`config.mk`:
```
export PLATFORM = sky130hd
export DESIGN_NAME = i2s_adc_receiver_flat
export DESIGN_NICKNAME = d
export VERILOG_FILES = /design/src/rtl/audio_pkg.sv /design/src/rtl/i2s_adc_receiver_if.sv /design/src/rtl/sync_edge_detect.sv /design/src/rtl/i2s_adc_receiver.sv /design/src/flat_wrapper.sv
export SDC_FILE = /design/constraint.sdc
export NUM_CORES = 1
export LEC_CHECK = 0
export ABC_AREA = 1
export ABC_CLOCK_PERIOD_IN_PS = 3760
export BUFFER_PORTS_ARGS = -buffer_cell sky130_fd_sc_hd__buf_4
export CORE_UTILIZATION = 45
export DETAILED_ROUTE_END_ITERATION = 8
export PLACE_DENSITY = 0.71
export SLEW_MARGIN = 20
export SYNTH_ARGS = -nofsm -noshare
export SYNTH_HDL_FRONTEND = slang
export SYNTH_SLANG_ARGS = --single-unit
```
`constraint.sdc`:
```
create_clock -name clk -period 3.76 [get_ports clk]
set_input_delay 0.94 -clock clk [delete_from_list [all_inputs] [get_ports clk]]
set_output_delay 0.94 -clock clk [all_outputs]
set_load 0.05 [all_outputs]
```
`src/rtl/audio_pkg.sv`:
```
// -----------------------------------------------------------------------------
// audio_pkg
// Types and constants shared by the codec audio paths. The ADC capture path
// (i2s_adc_receiver) and the DAC serialiser both use these.
//   SAMPLE_WIDTH_DEFAULT : default channel word width in bits
//   i2s_rx_state_t       : capture FSM states (SYNC, LEFT, RIGHT)
//   sample_t             : one channel word at the default width
//   stereo_sample_t      : left/right pair of sample_t
// -----------------------------------------------------------------------------
package audio_pkg;

    localparam int SAMPLE_WIDTH_DEFAULT = 24;

    typedef enum logic [1:0] {
        SYNC  = 2'd0,   // waiting for a left-slot start; all captured bits discarded
        LEFT  = 2'd1,   // capturing the left word
        RIGHT = 2'd2    // capturing the right word
    } i2s_rx_state_t;

    typedef logic [SAMPLE_WIDTH_DEFAULT-1:0] sample_t;

    typedef struct packed {
        sample_t left;
        sample_t right;
    } stereo_sample_t;

endpackage

```
`src/rtl/i2s_adc_receiver_if.sv`:
```
// -----------------------------------------------------------------------------
// i2s_adc_receiver_if
// Downstream side of the ADC receiver: single-entry valid/ready holding
// register plus status.
//   sample_valid   receiver -> sink   held frame available
//   sample_ready   sink -> receiver   sink accepts the held frame
//   left_sample    receiver -> sink   held left word
//   right_sample   receiver -> sink   held right word
//   overrun        receiver -> sink   sticky; a completed frame was dropped
//   clear_overrun  sink -> receiver   clears overrun
//   short_word     receiver -> sink   one-clk pulse; a slot ended early
// The receiver connects through the master modport, the consumer through
// the slave modport.
// -----------------------------------------------------------------------------
interface i2s_adc_receiver_if #(
    parameter int SAMPLE_WIDTH = audio_pkg::SAMPLE_WIDTH_DEFAULT
) ();

    logic                    sample_valid;
    logic                    sample_ready;
    logic [SAMPLE_WIDTH-1:0] left_sample;
    logic [SAMPLE_WIDTH-1:0] right_sample;
    logic                    overrun;
    logic                    clear_overrun;
    logic                    short_word;

    modport master (
        output sample_valid,
        output left_sample,
        output right_sample,
        output overrun,
        output short_word,
        input  sample_ready,
        input  clear_overrun
    );

    modport slave (
        input  sample_valid,
        input  left_sample,
        input  right_sample,
        input  overrun,
        input  short_word,
        output sample_ready,
        output clear_overrun
    );

endinterface

```
`src/rtl/sync_edge_detect.sv`:
```
// -----------------------------------------------------------------------------
// sync_edge_detect
// STAGES-flop synchroniser for an asynchronous level, followed by a rising
// edge detector on the synchronised value.
//   clk    in   system clock
//   reset  in   synchronous, active-high
//   d      in   asynchronous input
//   rise   out  one-clk pulse: synced d was 0 last clk and is 1 now
// The pulse is aligned with the clk in which the synced level first reads 1,
// so other inputs passed through an equally deep synchroniser present the
// values that were on the pins alongside that edge.
// -----------------------------------------------------------------------------
module sync_edge_detect #(
    parameter int STAGES = 2
) (
    input  logic clk,
    input  logic reset,
    input  logic d,
    output logic rise
);

    logic [STAGES-1:0] sync_q;
    logic              prev_q;

    // NOTE: clocked blocks use non-blocking (<=) so every flop samples the
    // values from before the edge; blocking here would collapse the chain.
    always_ff @(posedge clk) begin
        if (reset) begin
            sync_q <= '0;
            prev_q <= 1'b0;
        end else begin
            sync_q <= {sync_q[STAGES-2:0], d};
            prev_q <= sync_q[STAGES-1];
        end
    end

    assign rise = sync_q[STAGES-1] & ~prev_q;

endmodule

```
`src/rtl/i2s_adc_receiver.sv`:
```
// -----------------------------------------------------------------------------
// i2s_adc_receiver
// Capture path for the codec ADC stream. Oversamples BCLK/LRCK/ADCDAT in the
// clk domain (clk >= 4x BCLK), deserialises left/right words MSB first and
// hands complete left+right frames downstream through a single-entry
// valid/ready holding register with sticky overrun.
//   clk        in   system clock
//   reset      in   synchronous, active-high
//   enable     in   capture enable; low forces the FSM to SYNC
//   bclk_in    in   codec bit clock, asynchronous
//   lrck_in    in   codec ADC word select, asynchronous; 0 = left
//   adcdat_in  in   codec ADC serial data, asynchronous
//   rx         if   master side of i2s_adc_receiver_if (frame + status)
// Parameters:
//   SAMPLE_WIDTH  bits per delivered channel word
//   DATA_DELAY    BCLK rises between an LRCK change and the MSB (1 = I2S,
//                 0 = left-justified)
//   SYNC_STAGES   synchroniser depth on each serial input (>= 2)
// -----------------------------------------------------------------------------
module i2s_adc_receiver
    import audio_pkg::*;
#(
    parameter int SAMPLE_WIDTH = SAMPLE_WIDTH_DEFAULT,
    parameter int DATA_DELAY   = 1,
    parameter int SYNC_STAGES  = 2
) (
    input  logic                  clk,
    input  logic                  reset,
    input  logic                  enable,
    input  logic                  bclk_in,
    input  logic                  lrck_in,
    input  logic                  adcdat_in,
    i2s_adc_receiver_if.master    rx
);

    // bit_idx counts 0..SAMPLE_WIDTH and saturates, so it needs one extra code.
    localparam int IDX_W = $clog2(SAMPLE_WIDTH + 1);
    localparam logic [IDX_W-1:0]        IDX_LAST = IDX_W'(SAMPLE_WIDTH - 1);
    localparam logic [IDX_W-1:0]        IDX_SAT  = IDX_W'(SAMPLE_WIDTH);
    localparam logic [SAMPLE_WIDTH-1:0] MSB_ONE  = SAMPLE_WIDTH'(1) << (SAMPLE_WIDTH - 1);

    // ---------------------------------------------------------------- inputs
    logic                   bit_tick;
    logic [SYNC_STAGES-1:0] lrck_sync;
    logic [SYNC_STAGES-1:0] dat_sync;
    logic                   lrck_s;
    logic                   dat_s;

    sync_edge_detect #(.STAGES(SYNC_STAGES)) u_bclk_sync (
        .clk   (clk),
        .reset (reset),
        .d     (bclk_in),
        .rise  (bit_tick)
    );

    // Same depth as the BCLK chain, so at bit_tick these hold the LRCK/DATA
    // levels that were present at the BCLK rising edge.
    always_ff @(posedge clk) begin
        if (reset) begin
            lrck_sync <= '0;
            dat_sync  <= '0;
        end else begin
            lrck_sync <= {lrck_sync[SYNC_STAGES-2:0], lrck_in};
            dat_sync  <= {dat_sync[SYNC_STAGES-2:0], adcdat_in};
        end
    end

    assign lrck_s = lrck_sync[SYNC_STAGES-1];
    assign dat_s  = dat_sync[SYNC_STAGES-1];

    // ------------------------------------------------ effective word select
    logic ws_cur;   // ws_eff at the current bit_tick

    generate
        if (DATA_DELAY == 0) begin : g_ws_direct
            assign ws_cur = lrck_s;
        end else begin : g_ws_delay
            logic [DATA_DELAY-1:0] ws_sr;
            always_ff @(posedge clk) begin
                if (reset) begin
                    ws_sr <= '0;
                end else if (bit_tick) begin
                    ws_sr <= (ws_sr << 1) | DATA_DELAY'(lrck_s);
                end
            end
            assign ws_cur = ws_sr[DATA_DELAY-1];
        end
    endgenerate

    // ------------------------------------------------------- capture state
    i2s_rx_state_t           state;
    i2s_rx_state_t           nxt_state;
    logic                    ws_prev;
    logic [IDX_W-1:0]        bit_idx;
    logic [IDX_W-1:0]        idx_now;
    logic [SAMPLE_WIDTH-1:0] acc;
    logic [SAMPLE_WIDTH-1:0] acc_nxt;
    logic                    boundary;
    logic                    short_done;
    logic                    full_done;
    logic                    left_ok;       // left word done in this frame
    logic [SAMPLE_WIDTH-1:0] left_word;
    logic [SAMPLE_WIDTH-1:0] right_word;
    logic                    frame_done;    // one-clk: left+right pair ready

    // Decode of what the current bit_tick means; only acted on when bit_tick.
    // NOTE: every variable is given a default first so no path leaves it
    // unassigned, which would otherwise infer a latch.
    always_comb begin
        boundary  = (ws_cur != ws_prev);
        idx_now   = bit_idx;
        acc_nxt   = acc;
        nxt_state = state;

        if (boundary) begin
            idx_now = '0;
        end else if (bit_idx != IDX_SAT) begin
            idx_now = bit_idx + 1'b1;
        end

        // Bits are placed by index rather than shifted, so a word closed
        // early already has its missing LSBs at zero.
        if (boundary) begin
            acc_nxt = dat_s ? MSB_ONE : '0;
        end else if (idx_now != IDX_SAT && dat_s) begin
            acc_nxt = acc | (MSB_ONE >> idx_now);
        end

        if (boundary) begin
            case (state)
                SYNC:    nxt_state = ws_cur ? SYNC : LEFT;
                LEFT:    nxt_state = RIGHT;
                RIGHT:   nxt_state = LEFT;
                default: nxt_state = SYNC;
            endcase
        end

        // Old word closed at a boundary before all its bits arrived.
        short_done = boundary && (state != SYNC) && (bit_idx < IDX_LAST);
        // Word in the slot this tick belongs to captured its final bit.
        full_done  = (nxt_state != SYNC) && (idx_now == IDX_LAST);
    end

    always_ff @(posedge clk) begin
        if (reset) begin
            state         <= SYNC;
            ws_prev       <= 1'b0;
            bit_idx       <= '0;
            acc           <= '0;
            left_ok       <= 1'b0;
            left_word     <= '0;
            right_word    <= '0;
            frame_done    <= 1'b0;
            rx.short_word <= 1'b0;
        end else begin
            frame_done    <= 1'b0;
            rx.short_word <= 1'b0;

            // Slot tracking runs regardless of enable so that re-enabling
            // does not see a stale word select.
            if (bit_tick) begin
                ws_prev <= ws_cur;
                bit_idx <= idx_now;
                acc     <= acc_nxt;
            end

            if (!enable) begin
                state   <= SYNC;
                left_ok <= 1'b0;
            end else if (bit_tick) begin
                state <= nxt_state;

                if (short_done) begin
                    rx.short_word <= 1'b1;
                    if (state == LEFT) begin
                        left_word <= acc;
                        left_ok   <= 1'b1;
                    end else if (left_ok) begin
                        right_word <= acc;
                        frame_done <= 1'b1;
                        left_ok    <= 1'b0;
                    end
                end

                if (full_done) begin
                    if (nxt_state == LEFT) begin
                        left_word <= acc_nxt;
                        left_ok   <= 1'b1;
                    end else if (left_ok) begin
                        right_word <= acc_nxt;
                        frame_done <= 1'b1;
                        left_ok    <= 1'b0;
                    end
                end
            end
        end
    end

    // ---------------------------------------------------- holding register
    // left_word cannot change for at least SAMPLE_WIDTH bit periods after a
    // frame completes, so it is read directly in the load cycle.
    always_ff @(posedge clk) begin
        if (reset) begin
            rx.sample_valid <= 1'b0;
            rx.left_sample  <= '0;
            rx.right_sample <= '0;
            rx.overrun      <= 1'b0;
        end else begin
            if (frame_done && (!rx.sample_valid || rx.sample_ready)) begin
                rx.sample_valid <= 1'b1;
                rx.left_sample  <= left_word;
                rx.right_sample <= right_word;
            end else if (rx.sample_valid && rx.sample_ready) begin
                rx.sample_valid <= 1'b0;
            end

            // A drop in the same clk as clear_overrun leaves the flag set.
            if (frame_done && rx.sample_valid && !rx.sample_ready) begin
                rx.overrun <= 1'b1;
            end else if (rx.clear_overrun) begin
                rx.overrun <= 1'b0;
            end
        end
    end

endmodule

```
`src/flat_wrapper.sv`:
```
// flat-port wrapper written by rule: the top's interface ports become plain ports
module i2s_adc_receiver_flat import audio_pkg::*;
#(
    parameter int SAMPLE_WIDTH = SAMPLE_WIDTH_DEFAULT,
    parameter int DATA_DELAY   = 1,
    parameter int SYNC_STAGES  = 2
)
  (clk, reset, enable, bclk_in, lrck_in, adcdat_in, rx_sample_valid, rx_left_sample, rx_right_sample, rx_overrun, rx_short_word, rx_sample_ready, rx_clear_overrun);
  i2s_adc_receiver_if #(.SAMPLE_WIDTH(SAMPLE_WIDTH)) rx_i ();
  input  logic clk;
  input  logic reset;
  input  logic enable;
  input  logic bclk_in;
  input  logic lrck_in;
  input  logic adcdat_in;
  output wire logic [$bits(rx_i.sample_valid)-1:0] rx_sample_valid;
  output wire logic [$bits(rx_i.left_sample)-1:0] rx_left_sample;
  output wire logic [$bits(rx_i.right_sample)-1:0] rx_right_sample;
  output wire logic [$bits(rx_i.overrun)-1:0] rx_overrun;
  output wire logic [$bits(rx_i.short_word)-1:0] rx_short_word;
  input wire logic [$bits(rx_i.sample_ready)-1:0] rx_sample_ready;
  input wire logic [$bits(rx_i.clear_overrun)-1:0] rx_clear_overrun;
  assign rx_sample_valid = rx_i.sample_valid;
  assign rx_left_sample = rx_i.left_sample;
  assign rx_right_sample = rx_i.right_sample;
  assign rx_overrun = rx_i.overrun;
  assign rx_short_word = rx_i.short_word;
  assign rx_i.sample_ready = rx_sample_ready;
  assign rx_i.clear_overrun = rx_clear_overrun;
  i2s_adc_receiver #(.SAMPLE_WIDTH(SAMPLE_WIDTH), .DATA_DELAY(DATA_DELAY), .SYNC_STAGES(SYNC_STAGES)) u_core (.clk(clk), .reset(reset), .enable(enable), .bclk_in(bclk_in), .lrck_in(lrck_in), .adcdat_in(adcdat_in), .rx(rx_i));
endmodule
```
==> flow_summary.yaml, run 1 <==
finish:
  final_cells: 1176
  syn_to_final_growth_pct: 16.6
  fin_nets: 994
  mostFrequentLayoutCell: "nand2_1"
  final_cell_area_sq_um: 7680
  drive_gt1_frac: 0.127
  final_cell_mix: "253 x nand2_1, 141 x dfxtp_1, 136 x a21oi_1"
  fillers: 1376
  antennaDiodeCount: 0
clocking:
  clk_pin_slew_worst_paths_ns: 0.06
  numCtsBuffers: 17
  htreeDepth: 4
  cts.hold.buffers_added: 0
  ctsRootBufferMaster: "clkbuf_16"
  cts_resized: 0
  cts_buffer_depth: 2
  cts_tree: "done"
  clk_latency_ns: 0.43
  cts_setup_buffers: 0
  clock_sinks: 141
worst_hold_path:
  hold_class: "flip-flop to flip-flop"
  hold_end: "u_core.u_bclk_sync.sync_q[1]"
  hp-start: "u_core.u_bclk_sync.sync_q[0]"
  whs_path_depth: 2
worst_setup_path:
  critical_path_required_ns: 4.04
  end_kind: "flip-flop"
  path_class: "input port to flip-flop"
  rr_worst_depth: 14
  crit_arrival_ns: 3.00
  worstPathMaxFanout: 74
  rr_startpoint: "u_core.bit_idx[0]"
  reg2reg_to: "u_core.right_word[16]"
  crit_path_start_kind: "input port"
  reg2reg_slack_ns: 1.19
routing:
  num_vias: 6337
  drc: 0
  routed_wl_um: 17700
  wl_per_cell_um: 15.0
  initialDrtViolationCount: 504
  avgViaCountPerCell: 5.39
  drtPass1Iterations: 5
  ant_nets: 0
placement:
  routabilityCongestion: 0.869
  place_ws_ns: 0.931
  io_buffer_count: 58
  dpl.cell_count: 1145
  dp_hpwl_um: 11200
  place_area_sq_um: 7060
power:
  ir_drop_mv: 0.344
  p_leak_uw: 0.00291
  power_density_nw_per_um2: 455
timing:
  period_share: 0.724
  setup_viol: 0
  worst_slack_ns: 1.04
  worst_pin_slew_ns: 0.829
  fin_crit_ns: 2.72
  finalClockSkew_ns: 0.00736
  fin_setup_tns_ns: 0
  hold_viol: 0
  fmax_ghz: 0.368
  whs_ns: 0.402
  maxSlewViolCount: 0
  rsz0062_at_grt: "no"
  slew-limit-headroom: 0.447
logic_synthesis:
  synthCells: 963
  yosys.area.top_type_share: 0.429
  ys_warn_count: 0
  ys_seq_elements: 141
  seq_area_frac_synth: 0.429
  ys_types: 31
  netlist_area_sq_um: 6590
  synth_nets: 973
  synth.avg_cell_area_sq_um: 6.84
  synthTopCellsByArea: "dfxtp_1 43%, nand2_1 14%, a21oi_1 10%, o21ai_0 8.4%, nor2_1 3.9%"
  yosys.area.top_type: "dfxtp_1"
global_routing:
  antenna_found_initial: 0
  grt_max_degree: 75
  grt_pass1_vias: 5583
  overflow: 0
  track_usage: 0.245
  grt_pass1_wl_um: 28500
floorplan:
  ioPinCount: 59
  core_sq_um: 14100
  std_cell_rows: 43
  chipWidth_um: 123
  dieArea_sq_um: 15100
  start_util: 0.467
  dieHeight_um: 123
run_status:
  status: "completed"
job:
  cap_violations: 0
## logic make-up (layout without fill, tap and decap cells)
logic type | count (synthesis) | in the layout | synth area share
simple gates | 397 | 397 | 0.254
compound gates | 284 | 284 | 0.228
flops | 141 | 141 | 0.429
buf+inv | 139 | 172 | 0.0853
fa+ha+maj | 2 | 2 | 0.00380
## layout make-up
| cell class | count | area (sq um) | share of cell area |
|---|---|---|---|
| multi-input cells | 683 | 3210 | 0.418 |
| inverters | 72 | 272 | 0.0353 |
| well taps | 180 | 225 | 0.0293 |
| clock inverters | 11 | 166 | 0.0217 |
| repair buffers | 69 | 531 | 0.0691 |
| clock buffers | 20 | 457 | 0.0594 |
| flip-flops and latches | 141 | 2820 | 0.367 |
## per-layer routing
layer | up-vias | global-route usage | share of wire
met5 | - | 0 | 0
met4 | 0 | 0.0971 | 0.022
met3 | 27 | 0.0544 | 0.067
met2 | 218 | 0.378 | 0.44
met1 | 2881 | 0.331 | 0.47
li1 | 3211 | - | -
## where the power goes
part	switching (uW)	total (uW)	internal (uW)	leakage, uW
Clock	641	1780	1140	0.000298
Combinational	131	180	48.8	0.00147
Sequential	22.3	1540	1510	0.00114
## critical path: stages
cell	delay (ns)
buf_4	0.11
inv_1	0.05
nand2_1	0.06
nand2_1	0.46
clkinv_2	0.83
o21ai_0	0.47
a21oi_1	0.07
## through the flow
| step | total power (uW) | utilization |
|---|---|---|
| 2_1_floorplan | 1690 | - |
| 3_3_place_gp | 1740 | 0.501 |
| 3_5_place_dp | 1750 | 0.501 |
| 4_1_cts | 3510 | 0.545 |
| 5_1_grt | 3600 | 0.545 |
| 6_report | 3490 | 0.545 |
## synthesized netlist by cell type
master	count
inv_1	64
buf_6	2
nand3_2	3
a21oi_1	136
nand2_1	253
nor3_4	1
nand2_2	6
buf_1	2
buf_4	3
nor3_1	2
inv_2	8
nor2_8	1
nor2_1	69
nand3_1	46
a21oi_4	1
nand4_1	11
clkbuf_1	49
o211ai_1	1
dfxtp_1	141
nand2_4	1
a31oi_1	19
o21ai_0	110
a211oi_1	1
o21bai_1	15
nor2_2	1
buf_2	11
nand3_4	1
a31o_2	1
ha_1	2
or2_1	1
nor2_4	1
## worst max path at each step
stage / startpoint / endpoint / slack [ns]
5_1_grt: rx_sample_ready / u_core.rx.right_sample[7] / 0.75
4_1_cts: u_core.bit_idx[0] / u_core.right_word[16] / 1.24
6_report: rx_sample_ready / u_core.rx.right_sample[0] / 1.04
3_3_place_gp: rx_sample_ready / u_core.rx.right_sample[13] / 1.03
3_5_place_dp: rx_sample_ready / u_core.rx.left_sample[22] / 0.93
2_1_floorplan: u_core.bit_idx[0] / u_core.right_word[23] / 1.64
## registers in the layout, summed over array words and instances, names as in the netlist
signal	flops
u_core.acc	24
u_core.rx.right_sample	24
u_core.left_word	24
u_core.dat_sync	2
u_core.rx.sample_valid	1
u_core.bit_idx	5
u_core.u_bclk_sync.sync_q	2
u_core.state	2
u_core.left_ok	1
u_core.rx.short_word	1
u_core.frame_done	1
u_core.rx.left_sample	24
u_core.u_bclk_sync.prev_q	1
u_core.ws_prev	1
u_core.g_ws_delay.ws_sr	1
u_core.rx.overrun	1
u_core.lrck_sync	2
u_core.right_word	24
(Power assumes the default switching activity.)
==> inputs of run 2 (changes only) <==
Settings changed: ABC_CLOCK_PERIOD_IN_PS 3760 to 2400, PLACE_DENSITY 0.71 to 0.74.
Clock period 3.76 ns to 2.4 ns, I/O delays scaled along.
==> run 2 against run 1 <==
- die area did not move
- non-clock buffer count rose by 15
- clock skew barely moved
- hold slack got worse by 0.029 ns
- first-iteration DRC count rose by 11%
- sequential power rose by 56%
- core utilization rose by 0.45 points
- clock power rose by 35%
- power rose by 46%
- critical endpoint is now u_core.right_word[0]
- largest power group is now sequential cells
==> flow_summary.yaml, run 2 (synthesis results as in run 1) <==
routing:
  drtPass1Iterations: 5
  initialDrtViolationCount: 557
  avgViaCountPerCell: 5.39
  ant_nets: 0
  wl_per_cell_um: 14.5
  routed_wl_um: 17300
  num_vias: 6416
  drc: 0
placement:
  routabilityCongestion: 0.957
  dp_hpwl_um: 11600
  io_buffer_count: 58
  place_area_sq_um: 7160
finish:
  fillers: 1370
  final_cell_mix: "251 x nand2_1, 139 x dfxtp_1, 136 x a21oi_1"
  mostFrequentLayoutCell: "nand2_1"
  multiInputGateArea_sq_um: 3230
  regArea_sq_um: 2830
  utilization: 0.550
  final_cell_area_sq_um: 7750
  syn_to_final_growth_pct: 17.6
  antennaDiodeCount: 0
  drive_gt1_frac: 0.142
  fin_nets: 1009
floorplan:
  ioPinCount: 59
  dieHeight_um: 123
  chipWidth_um: 123
  start_util: 0.467
  dieArea_sq_um: 15100
  core_sq_um: 14100
  std_cell_rows: 43
clocking:
  clk_latency_ns: 0.43
  ctsRootBufferMaster: "clkbuf_16"
  cts_buffer_depth: 2
  cts_tree: "done"
  numCtsBuffers: 17
  htreeDepth: 4
  clk_pin_slew_worst_paths_ns: 0.06
  clock_sinks: 141
worst_hold_path:
  hold_class: "input port to flip-flop"
run_status:
  status: "completed"
worst_setup_path:
  worstPathMaxFanout: 8
  path_cells: "inv_1, ha_1, nand2_1, inv_1, nand2_2, nand3_4, inv_6, nand2_2, nor3_4, buf_4, nand3_1, nand2_1, nand2_1, nand2_1, nand2_1, a21oi_1"
  cpLargestDelayFamily: "simple AND/OR/NAND/NOR gates"
  end_kind: "flip-flop"
  critical_path_required_ns: 2.76
  crit_top_cell: "nand2_1"
  crit_path_start_kind: "flip-flop"
  critPathBufInv: 4
  path_class: "flip-flop to flip-flop"
  slowest_delay_ns: 0.37
  slowest_stage: "dfxtp_2"
  crit_arrival_ns: 2.59
power:
  switching_power_uw: 1190
  pwr-share-clk: 0.470
  swShare: 0.233
  p_leak_uw: 0.00295
  intPower_uw: 3920
  power_density_nw_per_um2: 660
  pwr-share-comb: 0.057
  p_seq_frac: 0.473
  ir_drop_mv: 0.547
job:
  cap_violations: 0
timing:
  finalClockSkew_ns: 0.00727
  slew-limit-headroom: 0.640
  fin_crit_ns: 2.23
  fmax_ghz: 0.448
  worst_pin_slew_ns: 0.540
  setup_viol: 0
  hold_viol: 0
  period_share: 0.929
  maxSlewViolCount: 0
global_routing:
  overflow: 0
  antenna_found_initial: 0
  grt_use_met2: 0.367
  grt_pass1_wl_um: 28200
  grt_pass1_vias: 5656
  top_usage_layer: "met2"
  track_usage: 0.242
  grt_util_met1: 0.325
  met3_usage: 0.0563
  grt_max_degree: 96
==> run 2: per-stage QoR <==
step                      total power, uW  worst slack, ns  hold slack (ns)  instances  setup TNS, ns
after global placement               2740           0.0948            0.390       1158              0
final                                5110            0.170            0.373       1190              0
after floorplan                      2650            0.279            0.388        963              0
after CTS                            5130           0.0248            0.360       1188              0
after detailed placement             2740           0.0358            0.395       1158              0
after global routing                 5280          -0.0133            0.377       1190        -0.0248
==> run 2: final cells by class <==
type                       instances  area share
timing repair buffer              84      0.0840
clock inverter                     7     0.00856
tap                              180      0.0291
multi-input combinational        683       0.417
inverter                          72      0.0360
clock buffer                      23      0.0604
sequential                       141       0.365
==> run 2: repair_timing <==
action | 4_1_cts | 5_1_grt
hold buffers | 0 | 0
buffers inserted | 0 | 2
endpoints found under the setup margin | 0 | 56
gates resized for setup | 0 | 14
==> run 2: worst reg2reg max path, stage by stage (launching register included) <==
cell,delay [ns]
dfxtp_2,0.37
inv_1,0.07
ha_1,0.19
nand2_1,0.06
inv_1,0.05
nand2_2,0.10
nand3_4,0.12
inv_6,0.12
nand2_2,0.07
nor3_4,0.26
buf_4,0.16
nand3_1,0.11
nand2_1,0.09
nand2_1,0.12
nand2_1,0.09
nand2_1,0.07
a21oi_1,0.11
==> run 2: layer usage <==
| metal | vias up | part of all wire |
|---|---|---|
| met5 | - | 0 |
| met4 | 0 | 0.027 |
| met3 | 38 | 0.070 |
| met2 | 247 | 0.45 |
| met1 | 2886 | 0.45 |
| li1 | 3245 | - |
==> run 2: power groups by stage <==
stage	combinational, uW	clock, uW	sequential [uW]
2_1_floorplan	212	0	2440
3_3_place_gp	281	0	2460
3_5_place_dp	283	0	2460
4_1_cts	284	2430	2410
5_1_grt	326	2540	2420
6_report	293	2400	2410
==> run 2: path summary, 6_finish.rpt <==
check / start / to / slack [ns] / cells after the start
min reg2reg: u_core.lrck_sync[0] / u_core.lrck_sync[1] / 0.40 / 2
min: adcdat_in / u_core.dat_sync[0] / 0.37 / 3
max reg2reg: u_core.bit_idx[0] / u_core.right_word[0] / 0.17 / 16
max: u_core.bit_idx[0] / u_core.right_word[0] / 0.17 / 16
